File: config.mk
export PLATFORM = sky130hd
export DESIGN_NAME = collision_monitor
export DESIGN_NICKNAME = d
export VERILOG_FILES = /design/src/rtl/collision_monitor.sv
export SDC_FILE = /design/constraint.sdc
export NUM_CORES = 1
export LEC_CHECK = 0
export CAP_MARGIN = 15
export CORE_UTILIZATION = 32
export CTS_CLUSTER_DIAMETER = 150
export DETAILED_ROUTE_END_ITERATION = 10
export PLACE_DENSITY = 0.75
export SLEW_MARGIN = 20
export SYNTH_ARGS = -nofsm -noshare
export SYNTH_HDL_FRONTEND = slang
export SYNTH_SLANG_ARGS = --single-unit
File: constraint.sdc
create_clock -name Clk -period 3.5 [get_ports Clk]
set_input_delay 1.05 -clock Clk [delete_from_list [all_inputs] [get_ports Clk]]
set_output_delay 1.05 -clock Clk [all_outputs]
set_load 0.01 [all_outputs]
File: src/rtl/collision_monitor.sv
// Scans one obstacle box per cycle against the character box, tracks lives with a
// post-hit grace window, and holds a lose state until acknowledged.
module collision_monitor #(
  parameter int COORD_W      = 10,
  parameter int NUM_OBS      = 4,
  parameter int LIVES        = 3,
  parameter int GRACE_CYCLES = 16,
  localparam int LW = $clog2(LIVES + 1),
  localparam int IW = (NUM_OBS > 1) ? $clog2(NUM_OBS) : 1
) (
  input  logic                       Clk,
  input  logic                       reset,
  input  logic                       Start,
  input  logic                       Ack,
  input  logic [COORD_W-1:0]         Char_X_L,
  input  logic [COORD_W-1:0]         Char_X_R,
  input  logic [COORD_W-1:0]         Char_Y_T,
  input  logic [COORD_W-1:0]         Char_Y_B,
  input  logic [NUM_OBS*COORD_W-1:0] Obs_X_L,
  input  logic [NUM_OBS*COORD_W-1:0] Obs_X_R,
  input  logic [NUM_OBS*COORD_W-1:0] Obs_Y_T,
  input  logic [NUM_OBS*COORD_W-1:0] Obs_Y_B,
  input  logic [NUM_OBS-1:0]         Obs_Valid,
  output logic                       Q_Initial,
  output logic                       Q_Check,
  output logic                       Q_Hit,
  output logic                       Q_Lose,
  output logic [LW-1:0]              Lives_Left,
  output logic [IW-1:0]              Hit_Index,
  output logic [7:0]                 Hit_Count
);

  localparam int GW = (GRACE_CYCLES > 1) ? $clog2(GRACE_CYCLES) : 1;

  localparam logic [3:0] ST_INIT = 4'b0001;
  localparam logic [3:0] ST_SCAN = 4'b0010;
  localparam logic [3:0] ST_HIT  = 4'b0100;
  localparam logic [3:0] ST_LOSE = 4'b1000;

  logic [3:0]    state_q, state_d;
  logic [IW-1:0] idx_q, idx_d;
  logic [LW-1:0] lives_q, lives_d;
  logic [IW-1:0] hit_idx_q, hit_idx_d;
  logic [7:0]    hit_cnt_q, hit_cnt_d;
  logic [GW-1:0] grace_q, grace_d;

  logic [COORD_W-1:0] obs_xl_s [NUM_OBS];
  logic [COORD_W-1:0] obs_xr_s [NUM_OBS];
  logic [COORD_W-1:0] obs_yt_s [NUM_OBS];
  logic [COORD_W-1:0] obs_yb_s [NUM_OBS];
  logic               overlap_s;
  logic               hit_s;
  logic [LW-1:0]      lives_dec_s;

  for (genvar g = 0; g < NUM_OBS; g++) begin : g_unpack
    assign obs_xl_s[g] = Obs_X_L[g*COORD_W +: COORD_W];
    assign obs_xr_s[g] = Obs_X_R[g*COORD_W +: COORD_W];
    assign obs_yt_s[g] = Obs_Y_T[g*COORD_W +: COORD_W];
    assign obs_yb_s[g] = Obs_Y_B[g*COORD_W +: COORD_W];
  end

  // Strict compares: boxes that only share an edge do not collide.
  assign overlap_s   = (Char_X_R > obs_xl_s[idx_q]) && (Char_X_L < obs_xr_s[idx_q]) &&
                       (Char_Y_B > obs_yt_s[idx_q]) && (Char_Y_T < obs_yb_s[idx_q]);
  assign hit_s       = Obs_Valid[idx_q] && overlap_s;
  assign lives_dec_s = lives_q - LW'(1);

  always_ff @(posedge Clk or posedge reset) begin
    if (reset) begin
      state_q   <= ST_INIT;
      idx_q     <= '0;
      lives_q   <= LW'(LIVES);
      hit_idx_q <= '0;
      hit_cnt_q <= 8'd0;
      grace_q   <= '0;
    end else begin
      state_q   <= state_d;
      idx_q     <= idx_d;
      lives_q   <= lives_d;
      hit_idx_q <= hit_idx_d;
      hit_cnt_q <= hit_cnt_d;
      grace_q   <= grace_d;
    end
  end

  always_comb begin
    state_d   = ST_INIT;
    idx_d     = idx_q;
    lives_d   = lives_q;
    hit_idx_d = hit_idx_q;
    hit_cnt_d = hit_cnt_q;
    grace_d   = grace_q;
    case (state_q)
      ST_INIT: begin
        idx_d   = '0;
        lives_d = LW'(LIVES);
        if (Start) state_d = ST_SCAN;
        else       state_d = ST_INIT;
      end
      ST_SCAN: begin
        if (hit_s) begin
          hit_idx_d = idx_q;
          lives_d   = lives_dec_s;
          if (hit_cnt_q != 8'hFF) hit_cnt_d = hit_cnt_q + 8'd1;
          else                    hit_cnt_d = hit_cnt_q;
          grace_d   = GW'(GRACE_CYCLES - 1);
          if (lives_dec_s == LW'(0)) state_d = ST_LOSE;
          else                       state_d = ST_HIT;
        end else begin
          if (idx_q == IW'(NUM_OBS - 1)) idx_d = '0;
          else                           idx_d = idx_q + IW'(1);
          state_d = ST_SCAN;
        end
      end
      ST_HIT: begin
        if (grace_q == GW'(0)) begin
          idx_d   = '0;
          state_d = ST_SCAN;
        end else begin
          grace_d = grace_q - GW'(1);
          state_d = ST_HIT;
        end
      end
      ST_LOSE: begin
        if (Ack) state_d = ST_INIT;
        else     state_d = ST_LOSE;
      end
      default: state_d = ST_INIT;
    endcase
  end

  always_comb begin
    Q_Initial  = state_q[0];
    Q_Check    = state_q[1];
    Q_Hit      = state_q[2];
    Q_Lose     = state_q[3];
    Lives_Left = lives_q;
    Hit_Index  = hit_idx_q;
    Hit_Count  = hit_cnt_q;
  end

endmodule
# --- Yosys cells after proc, flatten, opt, wreduce, memory -nomap -nowiden ---
# Cells that the tools add are included.
word_totals:
  inputBits: 208
  word_cells: 70
  regBits: 22
  out_inout_bits: 16
classes:
  bitwise_logic: 1
  n_lt_le_gt_ge: 6
  eq_ne: 10
  n_reduce_logical: 14
  addsub: 4
  n_mux: 29
op_table:
  columns: ["cell", "n"]
  rows:
  - ["$bmux 10 s2", 4]
  - ["$mux 10", 8]
  - ["$gt 10x10->1", 2]
  - ["$lt 10x10->1", 2]
  - ["$mux 4", 5]
  - ["$pmux 4 s4", 1]
  - ["$mux 2", 5]
  - ["$reduce_and 3->1", 3]
  - ["$add 8x1->8 const B", 1]
  - ["$ne 2x2->1 const B", 4]
  - ["$ne 8x8->1 const B", 1]
  - ["$pmux 4 s2", 1]
  - ["$pmux 2 s3", 1]
  - ["$eq 4x1->1 const B", 1]
  - ["$eq 4x2->1 const B", 1]
  - ["$eq 4x3->1 const B", 1]
  - ["$eq 4x4->1 const B", 1]
  - ["$logic_and 1x1->1", 4]
  - ["$logic_not 4->1", 1]
  - ["$pmux 2 s2", 1]
  - ["$reduce_and 2->1", 2]
  - ["$reduce_bool 2->1", 2]
  - ["$sub 4x1->4 const B", 1]
  - ["$ge 3x3->1 const B", 1]
  - ["other kinds (10)", 10]

# --- Longest topological paths before layout ---
# Gate-level depths: netlist of the first run.
depth:
  ltp_word: 11
  mapped_depth: 12
  depth_no_buf: 9

# --- Least setup slack after synthesis of the first run ---
# OpenSTA, ideal clock, no wires.
synth_timing:
  kind: "reg2reg"
  start: "reg idx_q[0]"
  end: "reg idx_q[1]"
  stages_incl_launch_ff: 13
  path_buffers: 3
  setup_time_ns: 0.122
  arrival_ns: 3.544
  synth_period_minus_slack_ns: 3.666
  slack_ns: -0.166
  required_time_ns: 3.378
  cell_sequence: "dfrtp_1 buf_4 buf_1 mux4_2 inv_1 ha_1 and4_1 o211ai_1 a21oi_1 or4_4 buf_6 or3_4 a32o_1"
synth_via:
  elab_chain_len: 11
synth_lines:
  columns: ["item", "line", "source"]
  rows:
  - ["from (decl)", "41", "logic [IW-1:0] idx_q, idx_d;"]
  - ["from (signal assigned)", "78", "idx_q <= idx_d;"]
  - ["$not 2->3 (not written as such)", "63, 64", null]
  - ["$bmux 10 s2", "63", "assign overlap_s = (Char_X_R > obs_xl_s[idx_q]) && (Char_X_L < obs_xr_s[idx_q]) &&"]
  - ["$mux 10 (not written as such) (2 in series)", "63", null]
  - ["$gt 10x10->1 / $lt 10x10->1 (equally long branches)", "63", null]
  - ["$logic_and 1x1->1 (2 in series)", "63", null]
  - ["$logic_and 1x1->1", "64", "(Char_Y_B > obs_yt_s[idx_q]) && (Char_Y_T < obs_yb_s[idx_q]);"]
  - ["$logic_and 1x1->1", "65", "assign hit_s = Obs_Valid[idx_q] && overlap_s;"]
  - ["$ne 2x2->1 (no source line)", null, null]
  - ["$reduce_and 3->1 (no source line)", null, null]
# Several ways; a longest one is shown, not always the timed one. The select of a mux whose other input is x is not followed.
# A chain may end at the register's enable or synchronous reset.

# --- Worst setup path in the final report of the first run ---
layout_timing:
  start: "in Obs_Y_T[35]"
  end: "reg hit_cnt_q[6] (netlist: Hit_Count[6])"
layout_via:
  elab_chain_len: 8
layout_lines:
  columns: ["item", "line", "source"]
  rows:
  - ["from (decl)", "21", "input logic [NUM_OBS*COORD_W-1:0] Obs_Y_T,"]
  - ["$bmux 10 s2", "64", null]
  - ["$mux 10 (not written as such) (2 in series)", "64", null]
  - ["$gt 10x10->1", "64", null]
  - ["$logic_and 1x1->1", "63", null]
  - ["$logic_and 1x1->1", "64", null]
  - ["$logic_and 1x1->1", "65", null]
  - ["$reduce_and 3->1 (no source line)", null, null]
  - ["to (signal assigned)", "81", "hit_cnt_q <= hit_cnt_d;"]
  - ["to (decl)", "44", "logic [7:0] hit_cnt_q, hit_cnt_d;"]
# No other way between the ends. The select of a mux whose other input is x is not followed.

==> results.json, run 1 <==
{
  "rows": 35,
  "hold_buffers": 0,
  "drc": 0,
  "synth_ff_type": "dfrtp_1",
  "track_usage_pct": 26.3,
  "grt_start_max_net_pins": 28,
  "clk_pin_slew_ps": 80,
  "ff2ff_setup_slack_ps": 80,
  "postRouteAntennaNets": 0,
  "irDropWorstVdd_mv": 0.219,
  "slew_violations": 0,
  "met1_usage_pct": 29.4,
  "start_util_pct": 33.6,
  "yosys_warnings": 0,
  "drtIter0Drc": 100,
  "worstMarginPinSlew_ps": 885,
  "vias_per_cell": 5.25,
  "grt_use_met2_pct": 46.6,
  "setup_viol": 7,
  "syn_nets": 560,
  "grt_first_pass_wirelength_um": 20700,
  "finalHoldViolations": 0,
  "grt_pass1_vias": 4032,
  "globalRouteOverflowTotal": 0,
  "tns_ps": -264,
  "vias": 3600,
  "violations": "negative setup slack",
  "worst_setup_path_end_kind": "register",
  "die_h_um": 101,
  "rsz0062_at_grt": "true",
  "drt_wl_total_um": 13800,
  "outcome": "finished, violations left",
  "antenna_cells": 0,
  "power.total_mw": 2.68,
  "fmax_mhz": 281,
  "avgSynthCellArea_um2": 10.2,
  "ys_seq_area_share_pct": 17.6,
  "pre_cts_slack_ps": -657,
  "dp_hpwl_um": 10800,
  "yosysUniqueCellTypes": 47,
  "yosys.area.top_type": "mux4_2",
  "synth.area.top_cells": "mux4_2 29%, ha_1 17%, dfrtp_1 15%, inv_1 5.8%, nand2_1 2.6%",
  "crit_type": "primary input to register",
  "synthArstFlopShare_pct": 100,
  "start_kind": "primary input",
  "min_path_cells": 1,
  "nFillCells": 754,
  "yosys_register_bits": 22,
  "top_usage_layer": "met2",
  "io_buffers": 223,
  "synth_edf_count": 0,
  "placed_cells": 671,
  "yosysTopAreaCellShare_pct": 29.3,
  "p_leak_nw": 2.53,
  "min_delay_worst_endpoint": "Hit_Count[5]",
  "avgRoutedWirePerCell_um": 20.1,
  "io-pin-count": 224,
  "root_buffer": "clkbuf_8",
  "crit_path_cell_trace": "buf_2, mux4_2, inv_2, ha_4, nand4_1, a211oi_4, a2111oi_4, or4_4, buf_6, nor4_4, mux2_4",
  "min_period_ps": 3560,
  "skew_ps": 4.93,
  "drt_first_pass_iters": 4,
  "hp-class": "register to register",
  "maxSlewHeadroom_pct": 40.9,
  "reg2regPathDepth": 11,
  "crit_required_ps": 3650,
  "drive_gt1_share_pct": 46.7,
  "crit_fanout": 5,
  "post-route-period-util_pct": 102,
  "hold_start": "Hit_Count[5]",
  "place_congestion": 0.837,
  "cts_sinks": 22,
  "grt.met3_usage_pct": 6.42,
  "h-tree-depth": 1,
  "slowest_stage": "or4_4",
  "antenna_found_initial": 0,
  "syn_to_final_growth_pct": 96.3,
  "die_w_um": 101,
  "finalNonFillerCells": 686,
  "r2r_start": "idx_q[0]",
  "netlist_area_mm2": 0.00315,
  "p_per_area_mw_per_mm2": 433,
  "cp.arrival_ps": 3710,
  "setup_ws_ps": -62.3,
  "critPathMaxStageDelay_ps": 570,
  "post-route-util_pct": 66.0,
  "core_area_mm2": 0.00937,
  "maxCapViolations": 0,
  "cts_tree": "done",
  "syn_inst": 310,
  "clk_latency_ps": 260,
  "numCtsBuffers": 3,
  "clockBufferDepth": 2,
  "nets": 808,
  "fp.dieArea_mm2": 0.0102,
  "r2r_end": "Hit_Count[6]"
}
## what timing repair did
action | 4_1_cts | 5_1_grt
pin swaps | 51 | 9
endpoints found under the hold margin | 0 | 0
gates resized for setup | 450 | 37
endpoints found under the setup margin | 21 | 18
buffers inserted | 9 | 3
## how the worst max path moves through the flow
stage	end	cells past startpoint	slack [ps]	from
2_1_floorplan	Hit_Count[7]	10	-40	Obs_X_R[38]
3_3_place_gp	Hit_Count[5]	11	-660	Obs_X_R[36]
3_5_place_dp	Hit_Count[7]	10	-660	Obs_X_R[36]
4_1_cts	Hit_Count[6]	11	0.3	Obs_Y_T[19]
5_1_grt	Hit_Count[6]	11	-140	Obs_Y_T[34]
6_report	Hit_Count[6]	11	-60	Obs_Y_T[35]
## per-layer routing
| layer | share of wire (%) | vias to the layer above | wire [µm] |
|---|---|---|---|
| li1 | - | 1676 | - |
| met1 | 37 | 1717 | 5150 |
| met2 | 49 | 152 | 6790 |
| met3 | 8.2 | 55 | 1130 |
| met4 | 5.0 | 0 | 687 |
| met5 | 0 | - | 0 |
## cell usage after synthesis, types with 2 or more instances
library cell,number
nand2b_1,3
and2_1,3
mux2i_1,2
a211oi_1,4
a2111oi_0,2
buf_1,2
o21ai_0,11
mux2_2,5
o211ai_1,2
nand3_1,6
clkbuf_1,5
ha_1,42
and3_1,2
nor3_1,5
mux4_2,41
a22o_1,3
nor4_1,5
and4_1,4
dfrtp_1,19
nand4_1,8
o31ai_1,2
inv_1,49
nor2b_1,2
xor2_1,4
buf_2,3
a31oi_1,4
a21oi_1,14
nand2_1,22
dfstp_2,3
nor4_4,2
nor2_1,15
## logic make-up after synthesis
kind of cell / after synthesis / synth area share (%)
xor+xnor: 4 / 1.11
simple gates: 83 / 14.8
compound gates: 50 / 10.3
mux: 48 / 31.7
flops: 22 / 17.6
buf+inv: 61 / 7.74
fa+ha+maj: 42 / 16.7
## state kept, by name, indices dropped and copies added, names as in the netlist
register / cells
Hit_Count: 8
Hit_Index: 2
Lives_Left: 2
grace_q: 4
idx_q: 2
state_q: 4
## per-stage QoR
step                hold WS, ps  cell area (µm²)
CTS                         504             6130
global placement            475             5710
finish                      502             6180
detailed placement          482             5710
floorplan                   515             3180
global route                532             6180
## power by group
part | internal [mW] | switching (mW)
Clock | 0.153 | 0.0856
Sequential | 0.312 | 0.0644
Combinational | 1.12 | 0.943
Total | 1.59 | 1.09
## layout make-up
type / instances / area, µm² / share of cell area, %
clock buffers: 3 / 41.3 / 0.668
inverters: 49 / 184 / 2.97
well taps: 129 / 161 / 2.61
multi-input cells: 227 / 3030 / 49.0
flip-flops and latches: 22 / 557 / 9.00
clock inverters: 1 / 30.0 / 0.486
repair buffers: 255 / 2180 / 35.3
## layout by cell type, fill, tap and decap left out, drive strengths merged, types with 6 or more instances in the layout
master and n:
nand2 22, dlygate4sd2 21, inv 49, clkdlybuf4s50 71, nor4 7, nand3 6, o21ai 11, ha 42
nor2 15, nand4 8, dfrtp 19, clkdlybuf4s15 58, a21oi 14, buf 88, mux4 41, clkbuf 20
## worst max-delay path: cells and delay by family
| kind | cells | cell delay, ps |
|---|---|---|
| adder cells (fa/ha/maj) | 1 | 140 |
| buffers and inverters | 3 | 340 |
| multiplexers | 2 | 790 |
| AND/OR/NAND/NOR | 3 | 1000 |
| AO/OA/AOI/OAI | 2 | 400 |
No activity file was read; power rests on OpenSTA's default activity.
==> inputs of run 2 (changes only) <==
Settings changed: HOLD_SLACK_MARGIN from default to 0.15.
Clock period 3.5 ns to 2.9 ns, I/O delays scaled along.
==> run 2 against run 1 <==
- sequential share of layout area shrank 0.55 points
- hold slack lost 1.7 ps
- largest power group unchanged
- the flow still finishes with violations (negative setup slack)
- sequential power grew 23%
- flip-flop and latch count is the same
- wire length grew 11%
- clock power shrank 5%
- critical path depth is the same
==> results.json, run 2 (synthesized netlist as in run 1, its figures left out) <==
{
  "outcome": "finished, violations left",
  "violations": "negative setup slack",
  "start_util_pct": 33.6,
  "root_buffer": "clkbuf_8",
  "min_period_ps": 3480,
  "pre_cts_slack_ps": -1150,
  "cts_sinks": 22,
  "nets": 836,
  "numCtsBuffers": 3,
  "drt_first_pass_iters": 4,
  "grt_pass1_vias": 4218,
  "h-tree-depth": 1,
  "drc": 0,
  "worst_setup_path_end_kind": "register",
  "die_h_um": 101,
  "globalRouteOverflowTotal": 0,
  "p_leak_nw": 2.76,
  "worstMarginPinSlew_ps": 749,
  "grt_start_max_net_pins": 21,
  "antenna_found_initial": 0,
  "setup_ws_ps": -576,
  "drtIter0Drc": 153,
  "wl_met3_um": 1260,
  "antenna_cells": 0,
  "crit_start": "Obs_Y_B[4]",
  "placed_cells": 681,
  "crit_required_ps": 3060,
  "r2r_start": "idx_q[0]",
  "finalHoldViolations": 0,
  "dp_hpwl_um": 10900,
  "cp.arrival_ps": 3640,
  "crit_type": "primary input to register",
  "io-pin-count": 224,
  "vias_per_cell": 5.43,
  "r2r_end": "Hit_Index[1]",
  "layout_common_cells": "71 x clkdlybuf4s50_1, 65 x dlygate4sd2_1, 49 x clkdlybuf4s15_1, 46 x buf_4, 41 x mux4_2",
  "p_per_area_mw_per_mm2": 552,
  "core_area_mm2": 0.00937,
  "postRouteAntennaNets": 0,
  "fp.dieArea_mm2": 0.0102,
  "finalNonFillerCells": 714,
  "skew_ps": 1.44,
  "syn_to_final_growth_pct": 109,
  "clk_latency_ps": 270,
  "cp-endpoint": "Hit_Index[1]",
  "start_kind": "primary input",
  "reg2regPathDepth": 13,
  "track_usage_pct": 27.6,
  "io_buffers": 223,
  "hold_buffers": 0,
  "largest_reg_flops": 8,
  "power.total_mw": 3.64,
  "setup_viol": 21,
  "place_congestion": 0.852,
  "highest_layer": "met4",
  "clk_pin_slew_ps": 80,
  "post-route-period-util_pct": 120,
  "rows": 35,
  "drt_wl_total_um": 15300,
  "crit_fanout": 5,
  "cts_tree": "done",
  "fmax_mhz": 288,
  "grt_first_pass_wirelength_um": 21500,
  "rsz0062_at_grt": "true",
  "slew_violations": 0,
  "avgRoutedWirePerCell_um": 21.4,
  "maxCapViolations": 0,
  "irDropWorstVdd_mv": 0.422,
  "hp-class": "register to register",
  "layout_commonest_cell": "clkdlybuf4s50_1",
  "wl_met1_um": 5290,
  "maxSlewHeadroom_pct": 49.4,
  "clockBufferDepth": 2,
  "drive_gt1_share_pct": 43.6,
  "die_w_um": 101,
  "vias": 3874,
  "wl_met2_um": 7850,
  "post-route-util_pct": 70.2,
  "ff2ff_setup_slack_ps": -520
}
## run 2: cell types whose count changed in the layout (fill, tap and decap cells not counted), sizes merged
cell	change
clkbuf	-2
bufinv	-1
dlygate4sd2	+44
dlymetal6s2s	+3
clkdlybuf4s15	-8
or4	+1
buf	-9
## run 2: layer usage
| metal | GRT usage (%) | vias up |
|---|---|---|
| met2 | 52.6 | 220 |
| li1 | - | 1731 |
| met5 | 0 | - |
| met4 | 11.8 | 0 |
| met1 | 29.6 | 1859 |
| met3 | 5.11 | 64 |
## run 2: what timing repair did
| item | 4_1_cts | 5_1_grt |
|---|---|---|
| setup endpoints to repair | 21 | 21 |
| resized for setup | 372 | 31 |
| cloned | 2 | 1 |
| setup buffers | 17 | 13 |
| pin swaps | 64 | 28 |
## run 2: per-stage QoR
step	instance area (µm²)	hold slack (ps)	setup TNS, ps
after global routing	6580	532	-12150
final	6580	501	-9500
after global placement	5810	477	-21480
after floorplan	3200	515	-5850
after detailed placement	5810	485	-22110
after CTS	6500	501	-7640
## run 2: worst min path at each step
stage | slack (ps) | to | startpoint | cells after the start
5_1_grt | 530 | Hit_Count[5] | Hit_Count[5] | 1
6_report | 500 | Hit_Count[5] | Hit_Count[5] | 1
4_1_cts | 500 | Hit_Count[5] | Hit_Count[5] | 1
3_5_place_dp | 490 | Hit_Count[5] | Hit_Count[5] | 1
3_3_place_gp | 480 | Hit_Count[5] | Hit_Count[5] | 1
2_1_floorplan | 510 | Hit_Count[5] | Hit_Count[5] | 1
## run 2: final cells by class
class,instances,area (µm²)
well taps,129,161
multi-input cells,228,3060
inverters,49,184
flip-flops and latches,22,557
clock buffers,4,55.1
fillers,686,2790
repair buffers,282,2560
## run 2: critical path, stage by stage
cell	delay [ps]
clkdlybuf4s15_2	240
mux4_2	530
inv_2	120
ha_4	210
and4_1	150
o211ai_1	100
a21oi_2	80
or4_4	610
nor4_4	230
buf_4	190
mux2_4	290
## run 2: report_power, final
part | total, mW | leakage (nW) | internal [mW] | switching [mW]
registers | 0.463 | 0.288 | 0.377 | 0.0857
clock network | 0.227 | 0.0288 | 0.121 | 0.106
logic | 2.95 | 2.44 | 1.64 | 1.30
total | 3.64 | 2.76 | 2.14 | 1.50
==> inputs of run 3 (changes only) <==
Settings changed: SETUP_SLACK_MARGIN from default to 0.4.
==> run 3 against run 2 <==
- the run still ends with negative setup slack left
- sequential share of layout area up 0.19 points
- non-clock buffer count up 1
- sequential power up 2%
- largest power group unchanged
- highest routed layer unchanged
==> results.json, run 3 (synthesized netlist as in run 1, its figures left out) <==
{
  "min_period_ps": 3420,
  "violations": "negative setup slack",
  "die_h_um": 101,
  "h-tree-depth": 1,
  "antenna_cells": 0,
  "cts_tree": "done",
  "multi_input_area_mm2": 0.00303,
  "setup_viol": 21,
  "core_area_mm2": 0.00937,
  "r2r_end": "Hit_Count[1]",
  "nFillCells": 718,
  "grt_first_pass_wirelength_um": 20900,
  "nets": 837,
  "start_util_pct": 33.6,
  "maxCapViolations": 0,
  "drtIter0Drc": 121,
  "cts_sinks": 22,
  "fmax_mhz": 292,
  "crit_type": "primary input to register",
  "outcome": "finished, violations left",
  "reg2regPathDepth": 13,
  "maxSlewHeadroom_pct": 51.1,
  "tns_ps": -9020,
  "crit_fanout": 5,
  "slowest_stage": "or4_4",
  "r2r_start": "idx_q[0]",
  "worstMarginPinSlew_ps": 723,
  "hold_start": "Hit_Count[5]",
  "largest_reg_flops": 8,
  "crit_path_cell_trace": "dlygate4sd2_1, mux4_2, inv_2, ha_4, and4_1, o211ai_1, a21oi_2, or4_4, buf_4, nor4_4, mux2_4",
  "grt_start_max_net_pins": 21,
  "io-pin-count": 224,
  "post-route-period-util_pct": 118,
  "root_buffer": "clkbuf_8",
  "dp_hpwl_um": 10900,
  "skew_ps": 3.37,
  "irDropWorstVdd_mv": 0.271,
  "drc": 0,
  "min_delay_worst_endpoint": "Hit_Count[5]",
  "slew_violations": 0,
  "grt_pass1_vias": 4154,
  "worst_setup_path_end_kind": "register",
  "vias_per_cell": 5.34,
  "drt_first_pass_iters": 4,
  "antenna_found_initial": 0,
  "place_congestion": 0.852,
  "syn_to_final_growth_pct": 104,
  "pre_cts_slack_ps": -1150,
  "setup_ws_ps": -525,
  "numCtsBuffers": 3,
  "postRouteAntennaNets": 0,
  "start_kind": "primary input",
  "rsz0062_at_grt": "true",
  "avgRoutedWirePerCell_um": 19.8,
  "crit_required_ps": 3060,
  "whs_ps": 508,
  "critPathMaxStageDelay_ps": 580,
  "cp.arrival_ps": 3580,
  "p_per_area_mw_per_mm2": 542,
  "io_buffers": 223,
  "clk_latency_ps": 270,
  "layout_common_cells": "81 x dlygate4sd2_1, 79 x clkdlybuf4s50_1, 48 x buf_4, 41 x mux4_2, 36 x inv_2",
  "track_usage_pct": 26.6,
  "layout_commonest_cell": "dlygate4sd2_1",
  "min_path_cells": 1,
  "fp.dieArea_mm2": 0.0102,
  "p_leak_nw": 2.72,
  "drive_gt1_share_pct": 45.6,
  "ff2ff_setup_slack_ps": -490,
  "finalHoldViolations": 0,
  "globalRouteOverflowTotal": 0,
  "vias": 3819,
  "die_w_um": 101,
  "clockBufferDepth": 2,
  "drt_wl_total_um": 14200,
  "register_area_um2": 557,
  "clk_pin_slew_ps": 80,
  "rows": 35,
  "hp-class": "register to register"
}
[run 3: cell types whose count changed in the layout (fill, tap and decap cells not counted), moves of 2 or more]
cell	before	now
clkdlybuf4s15_1	49	15
dlymetal6s2s_1	3	0
clkdlybuf4s50_1	71	79
dlygate4sd2_1	65	81
buf_8	0	2
buf_4	46	48
buf_2	18	33
[run 3: timing repair]
action / CTS / global route
endpoints found under the setup margin: 21 / 21
cloned: 1 / 1
pin swaps: 61 / 11
hold buffers: 0 / 0
setup buffers: 15 / 13
gates resized for setup: 358 / 23
[run 3: layout make-up]
| class | count | share of cell area, % |
|---|---|---|
| Clock buffer | 4 | 0.855 |
| Inverter | 49 | 2.86 |
| Multi-Input combinational cell | 228 | 47.1 |
| Sequential cell | 22 | 8.64 |
| Tap cell | 129 | 2.51 |
| Timing Repair Buffer | 283 | 38.1 |
[run 3: critical path, delay by kind of cell]
kind | cells | cell delay [ps]
muxes | 2 | 840
AOI/OAI and AO/OA | 2 | 180
and+or+nand+nor | 3 | 910
adders and majority gates | 1 | 200
buffers and inverters | 3 | 570
[run 3: worst max path at each step]
| stage | start | end | slack, ps | depth (start not counted) |
|---|---|---|---|---|
| finish | Obs_Y_B[4] | Hit_Count[7] | -520 | 11 |
| floorplan | Obs_X_R[38] | Hit_Count[7] | -450 | 10 |
| global placement | Obs_X_R[16] | Hit_Count[3] | -1150 | 11 |
| detailed placement | Obs_Y_T[35] | Hit_Count[7] | -1150 | 11 |
| global route | Obs_X_L[17] | Hit_Count[1] | -610 | 12 |
| CTS | Obs_Y_T[38] | Hit_Index[1] | -520 | 12 |
[run 3: metal layers]
layer / share of wire (%) / wire length (µm) / GRT usage (%) / up-vias
met3: 8.0 / 1130 / 5.24 / 44
met5: 0 / 0 / 0 / -
met4: 4.4 / 621 / 12.6 / 0
met1: 36 / 5170 / 28.7 / 1856
li1: - / - / - / 1738
met2: 51 / 7260 / 49.7 / 181
[run 3: metrics by stage]
step	cells	power [mW]	instance area (µm²)	util, %
floorplan	310	1.70	3200	-
global placement	681	2.46	5810	62.0
detailed placement	681	2.52	5810	62.0
CTS	701	3.26	6340	67.6
global route	715	3.74	6440	68.7
finish	715	3.49	6440	68.7
[run 3: where the power goes]
group	leakage (nW)	switching [mW]	internal [mW]
Clock	0.0288	0.102	0.121
Combinational	2.41	1.22	1.58
Sequential	0.288	0.0925	0.377
Total	2.72	1.42	2.08
